[config.mk]
export PLATFORM = sky130hd
export DESIGN_NAME = mac8_nibble_sequencer
export DESIGN_NICKNAME = d
export VERILOG_FILES = /design/src/rtl/mac8_pkg.sv /design/src/rtl/reversible_4bit_adder.sv /design/src/rtl/mac8_nibble_sequencer.sv
export SDC_FILE = /design/constraint.sdc
export NUM_CORES = 1
export LEC_CHECK = 0
export ABC_AREA = 1
export CORE_UTILIZATION = 50
export CTS_CLUSTER_DIAMETER = 120
export DETAILED_ROUTE_END_ITERATION = 8
export GPL_TIMING_DRIVEN = 0
export PLACE_DENSITY = 0.74
export SYNTH_ARGS = -nofsm -noshare
export SYNTH_HDL_FRONTEND = slang
export SYNTH_SLANG_ARGS = --single-unit
[constraint.sdc]
create_clock -name clk -period 5.4 [get_ports clk]
set_clock_uncertainty 0.1 [all_clocks]
set_input_delay 0.81 -clock clk [delete_from_list [all_inputs] [get_ports clk]]
set_output_delay 0.81 -clock clk [all_outputs]
set_load 0.05 [all_outputs]
[src/rtl/mac8_pkg.sv]
// Shared types and sizes for the MAC8 nibble sequencer.
// Optional early exit: MAC8_EARLY_EXIT_EN.
package mac8_pkg;

  typedef enum logic [1:0] {
    IDLE,
    SCAN,
    ADD,
    DONE
  } state_t;

  localparam int ACC_W   = 16;
  localparam int NIB_W   = 4;
  localparam int NIB_CNT = 4;
  localparam int MPL_W   = 8;

endpackage

[src/rtl/reversible_4bit_adder.sv]
// Shared 4-bit adder slice used once per nibble step.
// Plain ripple sum; carry-in comes from a registered carry.
module reversible_4bit_adder
  import mac8_pkg::*;
(
  input  logic [NIB_W-1:0] A,
  input  logic [NIB_W-1:0] B,
  input  logic             Cin,
  output logic [NIB_W-1:0] Sum,
  output logic             Carry
);

  logic [NIB_W:0] w_full;

  assign w_full = {1'b0, A}
                + {1'b0, B}
                + {{NIB_W{1'b0}}, Cin};

  assign Sum   = w_full[NIB_W-1:0];
  assign Carry = w_full[NIB_W];

endmodule

[src/rtl/mac8_nibble_sequencer.sv]
// 8x8 shift-add MAC on one shared 4-bit adder, one nibble per cycle.
// Define MAC8_EARLY_EXIT_EN to stop scanning once the multiplier is empty.
module mac8_nibble_sequencer #(
  parameter int ACC_W = 16
) (
  input  logic             clk,
  input  logic             rst,
  input  logic             in_valid,
  output logic             in_ready,
  input  logic [7:0]       a,
  input  logic [7:0]       b,
  input  logic             clr_acc,
  output logic [ACC_W-1:0] acc,
  output logic             out_valid,
  output logic             ovf,
  output logic             busy
);
  import mac8_pkg::*;

  state_t             r_state;
  logic [ACC_W-1:0]   r_mcand;
  logic [MPL_W-1:0]   r_mplier;
  logic [2:0]         r_i;
  logic [1:0]         r_nib;
  logic               r_cy;
  logic [ACC_W-1:0]   r_acc;
  logic               r_ovf;
  logic               r_out_valid;
  logic               r_in_ready;

  logic [3:0]         w_base;
  logic [NIB_W-1:0]   w_acc_nib;
  logic [NIB_W-1:0]   w_mc_nib;
  logic [NIB_W-1:0]   w_sum;
  logic               w_carry;

  assign w_base    = {r_nib, 2'b00};
  assign w_acc_nib = r_acc[w_base +: NIB_W];
  assign w_mc_nib  = r_mcand[w_base +: NIB_W];

  reversible_4bit_adder u_add (
    .A     (w_acc_nib),
    .B     (w_mc_nib),
    .Cin   (r_cy),
    .Sum   (w_sum),
    .Carry (w_carry)
  );

  always_ff @(posedge clk or posedge rst) begin
    if (rst) begin
      r_state     <= IDLE;
      r_mcand     <= '0;
      r_mplier    <= '0;
      r_i         <= '0;
      r_nib       <= '0;
      r_cy        <= 1'b0;
      r_acc       <= '0;
      r_ovf       <= 1'b0;
      r_out_valid <= 1'b0;
      r_in_ready  <= 1'b1;
    end else begin
      r_out_valid <= 1'b0;
      unique case (r_state)
        IDLE: begin
          if (clr_acc) begin
            r_acc <= '0;
            r_ovf <= 1'b0;
          end
          if (in_valid) begin
            r_mcand    <= {{(ACC_W-8){1'b0}}, a};
            r_mplier   <= b;
            r_i        <= '0;
            r_state    <= SCAN;
            r_in_ready <= 1'b0;
          end
        end
        SCAN: begin
`ifdef MAC8_EARLY_EXIT_EN
          if (r_mplier == '0) begin
            r_state     <= DONE;
            r_out_valid <= 1'b1;
          end else
`endif
          if (r_mplier[0]) begin
            r_state <= ADD;
            r_nib   <= '0;
            r_cy    <= 1'b0;
          end else begin
            r_mcand  <= r_mcand << 1;
            r_mplier <= r_mplier >> 1;
            r_i      <= r_i + 3'd1;
            if (r_i == 3'd7) begin
              r_state     <= DONE;
              r_out_valid <= 1'b1;
            end
          end
        end
        ADD: begin
          r_acc[w_base +: NIB_W] <= w_sum;
          r_cy  <= w_carry;
          r_nib <= r_nib + 2'd1;
          // top-nibble carry wraps acc and only sets the sticky flag
          if (r_nib == 2'd3) begin
            r_ovf    <= r_ovf | w_carry;
            r_mcand  <= r_mcand << 1;
            r_mplier <= r_mplier >> 1;
            r_i      <= r_i + 3'd1;
            if (r_i == 3'd7) begin
              r_state     <= DONE;
              r_out_valid <= 1'b1;
            end else begin
              r_state <= SCAN;
            end
          end
        end
        DONE: begin
          r_state    <= IDLE;
          r_in_ready <= 1'b1;
        end
        default: r_state <= IDLE;
      endcase
    end
  end

  assign acc       = r_acc;
  assign ovf       = r_ovf;
  assign out_valid = r_out_valid;
  assign in_ready  = r_in_ready;
  assign busy      = !r_in_ready;

endmodule

; ---- Word-level counts from Yosys, hierarchy flattened
; Index checks and enable logic that the tools add are counted.
[totals]
mem_bits_rw = 0
mem_bits_ro = 0
latch_bits = 0
memories = 0
out_inout_bits = 20
regBits = 51
[classes]
order_cmp = 0
reduce_logical = 13
n_eq_ne = 11
mul = 0
bitwise_logic = 1
n_div = 0
n_mux = 34
shifts = 4
n_addsub = 5
[op_table]
columns = operator, count
row1 = 16-bit two-way mux, 4
row2 = 16-bit one-hot mux with 3 select lines, 1
row3 = 16-bit one-hot mux with 2 select lines, 1
row4 = 16-bit by 5-bit variable part select with 4-bit output, 2
row5 = 8-bit two-way mux, 3
row6 = 8-bit one-hot mux with 3 select lines, 1
row7 = 16-bit bitwise mux, 1
row8 = "4-bit by 6-bit variable shift with 16-bit output, first input constant", 1
row9 = 4-bit by 6-bit variable part select with 16-bit output, 1
row10 = 2-bit two-way mux, 6
row11 = "2-bit != test, second input constant", 5
row12 = 3-bit two-way mux, 3
row13 = 3-bit one-hot mux with 3 select lines, 1
row14 = 3-bit AND reduction, 3
row15 = 1-bit one-hot mux with 2 select lines, 4
row16 = 2-bit one-hot mux with 4 select lines, 1
row17 = 1-bit two-way mux, 7
row18 = "2-bit equality test, second input constant", 3
row19 = 4-bit negator with 6-bit output, 1
row20 = 2-bit AND reduction, 3
row21 = 2-bit nonzero test, 3
row22 = 4-bit by 4-bit adder with 5-bit output, 1
row23 = 5-bit by 1-bit adder with 5-bit output, 1
row24 = 2-bit one-hot mux with 2 select lines, 1
row25 = other kinds (10), 10

; ---- Depth between registers and ports, before layout
[depth]
word_depth = 6
ltp_mapped = 13
depth_no_buf = 11

; ---- Cells and area by module
; From an unflattened synthesis, not the netlist that was laid out.
[hier_totals]
cells_unflattened = 462
area_unflattened_um2 = 3193.1
[by_module_without_submodules]
columns = module, seq_area_each_um2, cells_per_inst, instances, area_each_um2
row1 = mac8_nibble_sequencer, 1277.5, 437, 1, 3027.9
row2 = reversible_4bit_adder, 0.0, 25, 1, 165.2

; ---- Worst setup path after synthesis
; OpenSTA, ideal clock, no wires.
[synth_timing]
path_kind = reg-to-reg
start = register r_nib[0]
end = register r_ovf, in the netlist ovf
setup_ns = 0.117
t_arrival_ns = 2.236
n_path_buf = 2
path_stages_with_launch = 14
path_slack_ns = 2.946
required_ns = 5.183
cell_sequence = dfrtp_1 > inv_1 > buf_2 > buf_2 > nor2_1 > o22ai_1 > fa_1 > fa_1 > nand2_1 > nand2_1 > a21oi_1 > nor2_1 > nor2_1 > nor2_1
[synth_between]
elab_chain_len = 6
elab_cells_between_ends = 10
cone_classes = add/sub (2) / eq/ne (2) / shift (2) / mux (2) / bitwise (1) / reduce/logical (1)
[synth_rtl]
columns = item, line_no
row1 = from (decl), mac8_nibble_sequencer.sv:24  ; logic [1:0] r_nib;
row2 = from (signal assigned), mac8_nibble_sequencer.sv:101  ; r_nib <= r_nib + 2'd1;
row3 = 16-bit by 5-bit variable part select with 4-bit output (on tied branches), "mac8_nibble_sequencer.sv:38, mac8_nibble_sequencer.sv:39"
row4 = 4-bit by 4-bit adder with 5-bit output, reversible_4bit_adder.sv:16  ; + {1'b0, B}
row5 = 5-bit by 1-bit adder with 5-bit output, reversible_4bit_adder.sv:17  ; + {{NIB_W{1'b0}}, Cin};
row6 = 1-bit bitwise OR, mac8_nibble_sequencer.sv:104  ; r_ovf <= r_ovf | w_carry;
row7 = 1-bit two-way mux, mac8_nibble_sequencer.sv:103  ; if (r_nib == 2'd3) begin
row8 = 1-bit one-hot mux with 2 select lines, mac8_nibble_sequencer.sv:63  ; unique case (r_state)
row9 = to (signal assigned), mac8_nibble_sequencer.sv:104
row10 = to (decl), mac8_nibble_sequencer.sv:27  ; logic r_ovf;
; Parallel ways exist; a longest one is shown, timed or not. The select of a mux whose other input is x is not followed.
; A chain may end at the register's enable or synchronous reset.

; ---- Final worst setup path
; Same ends and word-level chain as after synthesis.

==> impl_summary.log <==
INFO  metric result_of_the_run = complete, no violations
INFO  metric hold-path-endpoint = r_mplier[7]
INFO  metric sequentialPowerShare = 0.281
INFO  metric wl_per_cell = 14.0 um
INFO  metric area_inside_the_core_boundary = 0.00524 mm2
INFO  metric cts_max_level = 2
INFO  metric detailedRoute.firstIterationViolations = 172
INFO  metric timing.critical_path.cells = inv_1 -> buf_2 -> buf_2 -> nor2_1 -> o22ai_1 -> fa_1 -> fa_1 -> nand2_1 -> nand2_1 -> a21oi_1 -> nor2_1 -> nor2_1 -> nor2_1
INFO  metric synth.cells.most_frequent = sky130_fd_sc_hd__nand2_1, sky130_fd_sc_hd__dfrtp_1, sky130_fd_sc_hd__nor2_1, sky130_fd_sc_hd__o21ai_0, sky130_fd_sc_hd__inv_1
INFO  metric fin_cells = 448
INFO  metric ant_nets = 0
INFO  metric total_leakage_power = 1.54 nW
INFO  metric port_buffer_count = 39
INFO  metric drt_pre_antenna_iters = 4
INFO  metric design.die.area = 0.00585 mm2
INFO  metric fmax = 334 MHz
INFO  metric multi_input_area = 0.00130 mm2
INFO  metric cts_buffers = 5
INFO  metric post-route-cell-area = 0.00339 mm2
INFO  metric yosysUniqueCellTypes = 31
INFO  metric min-delay-path-class = flop to flop
INFO  metric aggregate_global_routing_overflow = 0
INFO  metric drt_wl_total = 6260 um
INFO  metric gp_routability_congestion = 0.940
INFO  metric placed_area = 0.00327 mm2
INFO  metric dieWidth = 76.5 um
INFO  metric yosysMostFrequentCell = sky130_fd_sc_hd__nand2_1
INFO  metric area_delta_synth_final = 22.2%
INFO  metric cts_buffer_depth = 2
INFO  metric critPathArrivalTime = 3.10 ns
INFO  metric sequential_area = 0.00128 mm2
INFO  metric ff_latch_count_synth = 51
INFO  metric regToRegSetupSlack = 2.40 ns
INFO  metric tightestPinTransition = 0.517 ns
INFO  metric endpoint_kind = flop
INFO  metric cp.required = 5.50 ns
INFO  metric globalRouteTotalUtil = 0.239
INFO  metric drcViolationCount = 0
INFO  metric cts.repair.resized = 0
INFO  metric dp_cells = 440
INFO  metric power_density = 623 mW/mm2
INFO  metric synthDominantAreaCellType = sky130_fd_sc_hd__dfrtp_1
INFO  metric post-cts-setup-buffers = 0
INFO  metric cts_hold_repair.buffers = 0
INFO  metric drv_cap = 0
INFO  metric critical_path_fanouts_max = 11
INFO  metric post_synth_instance_area = 0.00278 mm2
INFO  metric timing_worst_setup_path_type = flop to flop
INFO  metric setup_viol = 0
INFO  metric synth-edff-count = 0
INFO  metric postSynthCellCount = 330
INFO  metric dp.final_hpwl = 4820 um
INFO  metric worst_path_most_repeated_cell = sky130_fd_sc_hd__nor2_1
INFO  metric post-synth-top-area-fraction = 0.451
INFO  metric worst_ir_drop_vdd = 0.000335 V
INFO  metric largest_stage_delay_on_the_critical_path = 0.46 ns
INFO  metric tritoncts = done
INFO  metric synthesis.yosys.warnings = 0
INFO  metric ys_dominant_reg_cell = sky130_fd_sc_hd__dfrtp_1
INFO  metric design.final.nets = 412
INFO  metric power.net_switching = 1.03 mW
INFO  metric period_share = 0.555
INFO  metric combPwrFrac = 0.588
INFO  metric first_global_vias = 2365
INFO  metric cts.root.buffer_cell = sky130_fd_sc_hd__clkbuf_8
INFO  metric drive_gt1_frac = 0.101
INFO  metric path_clk_slew = 0.09 ns
INFO  metric timing.critical_path.slowest_stage_cell = sky130_fd_sc_hd__dfrtp_1
INFO  metric clkLatencyLatePin = 0.30 ns
INFO  metric count_of_cells_along_the_worst_hold_path = 2
INFO  metric max-slew-margin-rel = 0.654
INFO  metric power.share.clock = 0.131
INFO  metric r2r_end = ovf
INFO  metric crit-reg2reg-launch = r_nib[0]
INFO  metric finalCoreUtilization = 0.648
INFO  metric filler_cell_count = 450
INFO  metric pin_count = 40
INFO  metric initial_antenna_violation_count = 0
INFO  metric detailroute.via_count = 2447
INFO  metric worst_min_path_start = r_mplier[7]
INFO  metric maximum_number_of_pins_on_one_net_before_global_route_repair = 36
INFO  metric syn_avg_cell_area = 8.41 um2
INFO  metric grt_pass1_wl = 11000 um
INFO  metric synthTopCellsByArea = sky130_fd_sc_hd__dfrtp_1, sky130_fd_sc_hd__nand2_1, sky130_fd_sc_hd__o21ai_0, sky130_fd_sc_hd__ha_1, sky130_fd_sc_hd__nor2_1
INFO  metric floorplan.initialDensity = 0.530
INFO  metric p_int = 1.09 mW
INFO  metric fp-row-count = 26
INFO  metric antenna_cells = 0
INFO  metric final_max_slew_violation_count = 0
INFO  metric setup-tns-final = 0 ns
INFO  metric finalWorstPathRequiredPeriod = 3.00 ns
INFO  metric synthesis.nets = 365
INFO  metric die_height = 76.5 um
INFO  metric asyncSetResetFlopFracSynth = 1.00
INFO  metric p_sw_frac = 0.486
INFO  metric clock-sinks = 51
INFO  metric ff2ff_path_depth = 13
INFO  metric startpoint_type = flop
INFO  metric vias_per_cell = 5.46
INFO  metric unrepaired_setup_endpoints_after_global_routing = no
INFO  metric synth_sequential_area_ratio = 0.460
INFO  metric hold_viol = 0
-- cell type report --
cell class | instances | area share
Sequential cell | 51 | 0.377
Timing Repair Buffer | 40 | 0.121
Clock inverter | 2 | 0.0103
Multi-Input combinational cell | 234 | 0.384
Tap cell | 70 | 0.0258
Inverter | 33 | 0.0365
Clock buffer | 6 | 0.0243
Buffer | 12 | 0.0218
-- placed cells by master, fill, tap and decap left out, drive strengths merged --
cell / synthesis / layout
a31oi: 13 / 13
o22ai: 16 / 16
o31ai: 3 / 3
a21oi: 4 / 4
bufinv: 0 / 1
fa: 2 / 2
clkinv: 1 / 2
a21o: 1 / 1
clkbuf: 3 / 9
ha: 13 / 13
inv: 32 / 32
nand3: 20 / 20
o211ai: 1 / 1
buf: 9 / 10
nor2: 39 / 39
nand2: 74 / 74
nor3: 2 / 2
o21ai: 40 / 40
clkdlybuf4s50: 0 / 39
or2: 1 / 1
dfrtp: 50 / 50
nand4: 5 / 5
dfstp: 1 / 1
-- per-layer routing --
| metal | GRT usage | wire, um | up-vias |
|---|---|---|---|
| met3 | 0.0407 | 231 | 17 |
| met1 | 0.302 | 2770 | 1156 |
| met5 | 0 | 0 | - |
| met4 | 0.0981 | 187 | 0 |
| li1 | - | - | 1203 |
| met2 | 0.404 | 3070 | 71 |
-- worst max-delay path: cells and delay by family, from the launching register on --
kind / cells / cell delay, ns
fa+ha+maj: 2 / 0.85
buf+inv: 3 / 0.47
flops: 1 / 0.46
compound gates: 2 / 0.45
simple gates: 6 / 0.55
-- power groups by stage --
| stage | clock network [mW] | registers (mW) | logic, mW |
|---|---|---|---|
| finish | 0.277 | 0.594 | 1.24 |
| global route | 0.301 | 0.613 | 1.39 |
| CTS | 0.283 | 0.593 | 1.25 |
| detailed placement | 0 | 0.601 | 1.24 |
| global placement | 0 | 0.598 | 1.20 |
| floorplan | 0 | 0.628 | 0.892 |
-- worst max-delay path by stage --
stage	depth (start not counted)	end	startpoint	slack, ns
after global routing	13	ovf	r_nib[0]	2.15
after CTS	13	ovf	r_nib[0]	2.41
final	13	ovf	r_nib[0]	2.40
after detailed placement	13	ovf	r_nib[0]	2.43
after floorplan	13	ovf	r_nib[0]	2.95
after global placement	2	r_mplier[4]	rst	2.30
-- flip-flops by register name, summed over array words and instances (netlist names) --
| name | count |
|---|---|
| r_mcand | 16 |
| ovf | 1 |
| r_state | 2 |
| in_ready | 1 |
| acc | 16 |
| r_mplier | 8 |
| r_i | 3 |
| r_nib | 2 |
| out_valid | 1 |
| r_cy | 1 |
-- stage by stage --
stage / power, mW / worst slack (ns) / hold slack (ns)
3_5_place_dp: 1.84 / 2.43 / 0.374
5_1_grt: 2.30 / 2.15 / 0.438
6_report: 2.11 / 2.40 / 0.388
4_1_cts: 2.12 / 2.41 / 0.396
2_1_floorplan: 1.52 / 2.95 / 0.350
3_3_place_gp: 1.80 / 2.30 / 0.369
-- cell families (layout without fill, tap and decap cells) --
group | count (synthesis) | in the layout | share of synthesized area
fa+ha+maj | 15 | 15 | 0.0730
simple gates | 141 | 141 | 0.218
compound gates | 78 | 78 | 0.178
buf+inv | 45 | 93 | 0.0712
flops | 51 | 51 | 0.460
(Power assumes the default switching activity.)
